File: src/rtl/imem_boot_loader.sv
// Boot loader: takes a length-prefixed byte stream, packs little-endian 32-bit words,
// writes them to instruction memory and keeps the core in reset until the load completes.
module imem_boot_loader #(
    parameter int unsigned           ADDR_WIDTH  = 32,
    parameter int unsigned           DEPTH_WORDS = 64,
    parameter logic [ADDR_WIDTH-1:0] BASE_ADDR   = '0
) (
    input  logic                  clk,
    input  logic                  reset,
    input  logic                  byte_valid,
    input  logic [7:0]            byte_data,
    output logic                  byte_ready,
    input  logic                  load_req,
    output logic                  imem_we,
    output logic [ADDR_WIDTH-1:0] imem_addr,
    output logic [31:0]           imem_wdata,
    output logic                  core_hold,
    output logic                  load_done,
    output logic                  load_err
);

    localparam logic [2:0] ST_INIT  = 3'd0;
    localparam logic [2:0] ST_LEN   = 3'd1;
    localparam logic [2:0] ST_DATA  = 3'd2;
    localparam logic [2:0] ST_WRITE = 3'd3;
    localparam logic [2:0] ST_DONE  = 3'd4;
    localparam logic [2:0] ST_ERROR = 3'd5;

    logic [2:0]            state_reg;
    logic [1:0]            byte_cnt_reg;
    logic [31:0]           len_reg;
    logic [31:0]           idx_reg;
    logic [ADDR_WIDTH-1:0] addr_reg;
    logic [31:0]           wdata_reg;
    logic [23:0]           word_reg;

    logic                  accept;
    logic                  last_byte;
    logic [31:0]           assembled;
    logic [31:0]           idx_inc;

    assign accept    = byte_valid & byte_ready;
    assign last_byte = accept && (byte_cnt_reg == 2'd3);
    // The 4th byte is taken straight from the input, so only lanes 0..2 are stored.
    assign assembled = {byte_data, word_reg};
    assign idx_inc   = idx_reg + 32'd1;

    genvar gi;
    generate
        for (gi = 0; gi < 3; gi++) begin : g_lane
            logic [7:0] lane_reg;
            always_ff @(posedge clk or negedge reset) begin
                if (!reset) begin
                    lane_reg <= '0;
                end else if (accept && (byte_cnt_reg == 2'(gi))) begin
                    lane_reg <= byte_data;
                end
            end
            assign word_reg[8*gi +: 8] = lane_reg;
        end
    endgenerate

    always_ff @(posedge clk or negedge reset) begin
        if (!reset) begin
            state_reg    <= ST_INIT;
            byte_cnt_reg <= '0;
            len_reg      <= '0;
            idx_reg      <= '0;
            addr_reg     <= BASE_ADDR;
            wdata_reg    <= '0;
        end else begin
            // Counter wraps to 0 after the 4th byte of each group.
            if (accept) begin
                byte_cnt_reg <= byte_cnt_reg + 2'd1;
            end
            case (state_reg)
                ST_INIT: state_reg <= ST_LEN;
                ST_LEN: begin
                    if (last_byte) begin
                        len_reg <= assembled;
                        idx_reg <= '0;
                        if (assembled == 32'd0) begin
                            state_reg <= ST_DONE;
                        end else if (assembled > 32'(DEPTH_WORDS)) begin
                            state_reg <= ST_ERROR;
                        end else begin
                            state_reg <= ST_DATA;
                        end
                    end
                end
                ST_DATA: begin
                    if (last_byte) begin
                        wdata_reg <= assembled;
                        addr_reg  <= BASE_ADDR + (ADDR_WIDTH'(idx_reg) << 2);
                        state_reg <= ST_WRITE;
                    end
                end
                ST_WRITE: begin
                    idx_reg   <= idx_inc;
                    state_reg <= (idx_inc == len_reg) ? ST_DONE : ST_DATA;
                end
                ST_DONE, ST_ERROR: begin
                    if (load_req) begin
                        state_reg    <= ST_LEN;
                        byte_cnt_reg <= '0;
                        len_reg      <= '0;
                        idx_reg      <= '0;
                    end
                end
                default: state_reg <= ST_INIT;
            endcase
        end
    end

    assign byte_ready = (state_reg == ST_LEN) || (state_reg == ST_DATA);
    assign imem_we    = (state_reg == ST_WRITE);
    assign imem_addr  = addr_reg;
    assign imem_wdata = wdata_reg;
    assign core_hold  = (state_reg != ST_DONE);
    assign load_done  = (state_reg == ST_DONE);
    assign load_err   = (state_reg == ST_ERROR);

endmodule

File: config.mk
export PLATFORM = sky130hd
export DESIGN_NAME = imem_boot_loader
export DESIGN_NICKNAME = d
export VERILOG_FILES = /design/src/rtl/imem_boot_loader.sv
export SDC_FILE = /design/constraint.sdc
export NUM_CORES = 1
export LEC_CHECK = 0
export ABC_AREA = 1
export CELL_PAD_IN_SITES_DETAIL_PLACEMENT = 1
export CELL_PAD_IN_SITES_GLOBAL_PLACEMENT = 2
export CORE_MARGIN = 2
export CORE_UTILIZATION = 30
export CTS_BUF_LIST = sky130_fd_sc_hd__clkbuf_16
export CTS_CLUSTER_SIZE = 14
export DETAILED_ROUTE_END_ITERATION = 10
export PLACE_DENSITY = 0.71
export SETUP_SLACK_MARGIN = 0.5
export SYNTH_ARGS = -nofsm -noshare
export SYNTH_HDL_FRONTEND = slang
export SYNTH_SLANG_ARGS = --single-unit
File: constraint.sdc
create_clock -name clk -period 2.8 [get_ports clk]
set_input_delay 0.28 -clock clk [delete_from_list [all_inputs] [get_ports clk]]
set_output_delay 0.28 -clock clk [all_outputs]
set_load 0.005 [all_outputs]
==> results.json <==
{
  "seqPwrFrac": 0.359,
  "synthTopCellsByArea": "dfrtp_1 48%, nand2_1 14%, nand3_1 5.5%",
  "start_util": 0.304,
  "critical_path.startpoint_type": "register",
  "antenna_cells": 0,
  "max_cap_violations": 0,
  "finalSetupViolations": 0,
  "rsz0062_at_grt": "true",
  "layout_setup_ws_ps": 483,
  "power_leakage_nw": 4.78,
  "path_cells": "ha_4 -> nand2_4 -> nor2_4 -> buf_6 -> nand2_8 -> nor2_4 -> nand2_2 -> nand2_2 -> nand2_2 -> nand2_1 -> nand2_1 -> nor2_2 -> nand2_1 -> nor2_2 -> nand3_1 -> nand2_1 -> nand2_1 -> nand2_1 -> nand2_1",
  "outcome": "finished, final reports clean",
  "arrival_ps": 2640,
  "die_area_um2": 28500,
  "wirelength_um": 28300,
  "hold_class": "in -> async",
  "overflow": 0,
  "reg2reg_slack_ps": 480,
  "htree_levels": 4,
  "antenna_left": 0,
  "hpwl_um": 20100,
  "final-hold-violation-count": 0,
  "gp_congestion": 0.813,
  "track_usage": 0.202,
  "reg2regPathDepth": 19,
  "clock_path_buffers": 2,
  "num_rows": 60,
  "setup_tns_ps": 0,
  "postSynthCellCount": 992,
  "postSynthAreaPerCell_um2": 8.20,
  "slowest_stage": "dfrtp_1",
  "cp.required_ps": 3120,
  "antenna_found_initial": 0,
  "ios": 81,
  "slew_headroom": 0.243,
  "route.detailed.drc": 0,
  "p_per_area_nw_per_um2": 775,
  "cts_tree": "yes",
  "skew_ps": 17.0,
  "firstDrtPassIters": 5,
  "yosys.area.top_type": "dfrtp_1",
  "worstSetupEndpointType": "register",
  "final_common_cell": "nand2_1",
  "crit_fanout": 5,
  "cts-root-buf": "clkbuf_16",
  "yosysWarnings": 0,
  "grt_max_degree": 57,
  "yosysUniqueCellTypes": 33,
  "rr_startpoint": "idx_reg[0]",
  "yosysTopAreaCellShare": 0.477,
  "die_h_um": 169,
  "core_um2": 26800,
  "drive_above_1_share": 0.214,
  "layout_common_cells": "278 x nand2_1, 150 x dfrtp_1, 100 x inv_1, 86 x nand3_1, 77 x clkdlybuf4s50_1",
  "ir_drop_mv": 0.376,
  "max_stage_delay_ps": 420,
  "power.internal_mw": 4.90,
  "swShare": 0.403,
  "cp_common_cell": "nand2_1",
  "clkSlewWorstSetupHoldPaths_ps": 80,
  "post-route-period-util": 0.827,
  "post-route-min-period_ps": 2320,
  "p_total_mw": 8.20,
  "cts_made_buffers": 17,
  "worstSetupStartpoint": "idx_reg[0]",
  "viasPerCell": 4.85,
  "wl_per_cell_um": 19.3,
  "fmax_mhz": 432,
  "die_w_um": 169,
  "fin_nets": 1132,
  "reg2reg_to": "state_reg[1]",
  "post-place-ws_ps": 149,
  "grt_pass1_wl_um": 43900,
  "worstSkewPairLatency_ps": 440,
  "grt_pass1_vias": 7377,
  "final_max_slew_viol_count": 0,
  "clkPwrFrac": 0.298,
  "pwr-share-comb": 0.343,
  "portBuffers": 78,
  "ys_ff_latch": 155,
  "crit_type": "reg -> reg",
  "area_growth_pct": 30.0,
  "first_iter_violations": 369,
  "clock-sinks": 155,
  "p_switching_mw": 3.30,
  "synth_area_um2": 8140,
  "vias": 7122,
  "tightest_slew_ps": 1130,
  "synth.yosys.seq_area_share": 0.477
}
==> synthesized netlist by cell type (all sizes together) <==
cell / count
clkinv: 1
or2: 1
o22ai: 20
buf: 17
and3: 1
o21ai: 74
ha: 5
a21oi: 6
nand4: 12
o21a: 38
dfrtp: 155
mux2: 24
inv: 105
nor3b: 1
clkbuf: 13
nor4: 4
nor3: 3
a211oi: 1
nand3: 118
nor2: 88
xor2: 1
conb: 1
nand2: 303
==> final cells by class <==
cell class	count	area [um2]
inverters	106	399
well taps	341	427
clock inverters	15	175
fillers	3159	16200
clock buffers	17	425
multi-input cells	703	3920
flip-flops and latches	155	3880
repair buffers	132	1350
==> power by group through the flow <==
| stage | Combinational (mW) | Clock, mW | Sequential, mW |
|---|---|---|---|
| floorplan | 1.78 | 0 | 2.85 |
| global placement | 2.44 | 0 | 2.97 |
| detailed placement | 2.48 | 0 | 2.98 |
| CTS | 2.65 | 2.49 | 2.94 |
| global route | 3.10 | 2.58 | 3.00 |
| finish | 2.81 | 2.44 | 2.95 |
==> worst max-delay path, delay by kind of cell, from the launching register on <==
| kind | cells | cell delay [ps] |
|---|---|---|
| adder cells (fa/ha/maj) | 1 | 180 |
| flip-flops | 1 | 420 |
| buffers and inverters | 1 | 160 |
| AND/OR/NAND/NOR | 17 | 1460 |
==> repair_timing <==
item                                   4_1_cts  5_1_grt
pin swaps                                   18       17
hold buffers                                 1        0
endpoints found under the hold margin       53        0
gates cloned                                 2        2
setup endpoints to repair                   41       88
gates resized for setup                     37       42
buffers inserted                            22       12
==> worst max path at each step <==
stage                              end  slack (ps)  cells after the start
after floorplan           state_reg[1]         770                     18
after global placement    state_reg[1]         210                     17
after detailed placement  state_reg[1]         150                     17
after CTS                 state_reg[1]         480                     19
after global routing      state_reg[1]         340                     18
final                     state_reg[1]         480                     19
==> layer usage <==
| layer | track usage | routed length, um | vias to the layer above | part of all wire |
|---|---|---|---|---|
| met5 | 0 | 0 | - | 0 |
| li1 | - | - | 3475 | - |
| met4 | 0.0476 | 280 | 0 | 0.0099 |
| met3 | 0.0313 | 667 | 19 | 0.024 |
| met2 | 0.322 | 13200 | 99 | 0.47 |
| met1 | 0.290 | 14100 | 3529 | 0.50 |
==> cells by family after synthesis <==
| group | Yosys count | synth area share |
|---|---|---|
| AOI/OAI and AO/OA | 139 | 0.113 |
| buffers and inverters | 136 | 0.0707 |
| xor gates and xnor gates | 1 | 0.00108 |
| other | 1 | 0.000461 |
| DFF | 155 | 0.477 |
| muxes | 24 | 0.0332 |
| adders and majority gates | 5 | 0.00769 |
| and+or+nand+nor | 531 | 0.297 |
==> stage by stage <==
step                      cell area [um2]   util  instances  hold WS, ps
after floorplan                      8140      -        993        -15.6
after global placement               9380  0.350       1398          292
after detailed placement             9380  0.350       1398          287
after CTS                           10300  0.385       1455          402
after global routing                10600  0.395       1469          420
final                               10600  0.395       1469          381
(Power assumes the default switching activity.)
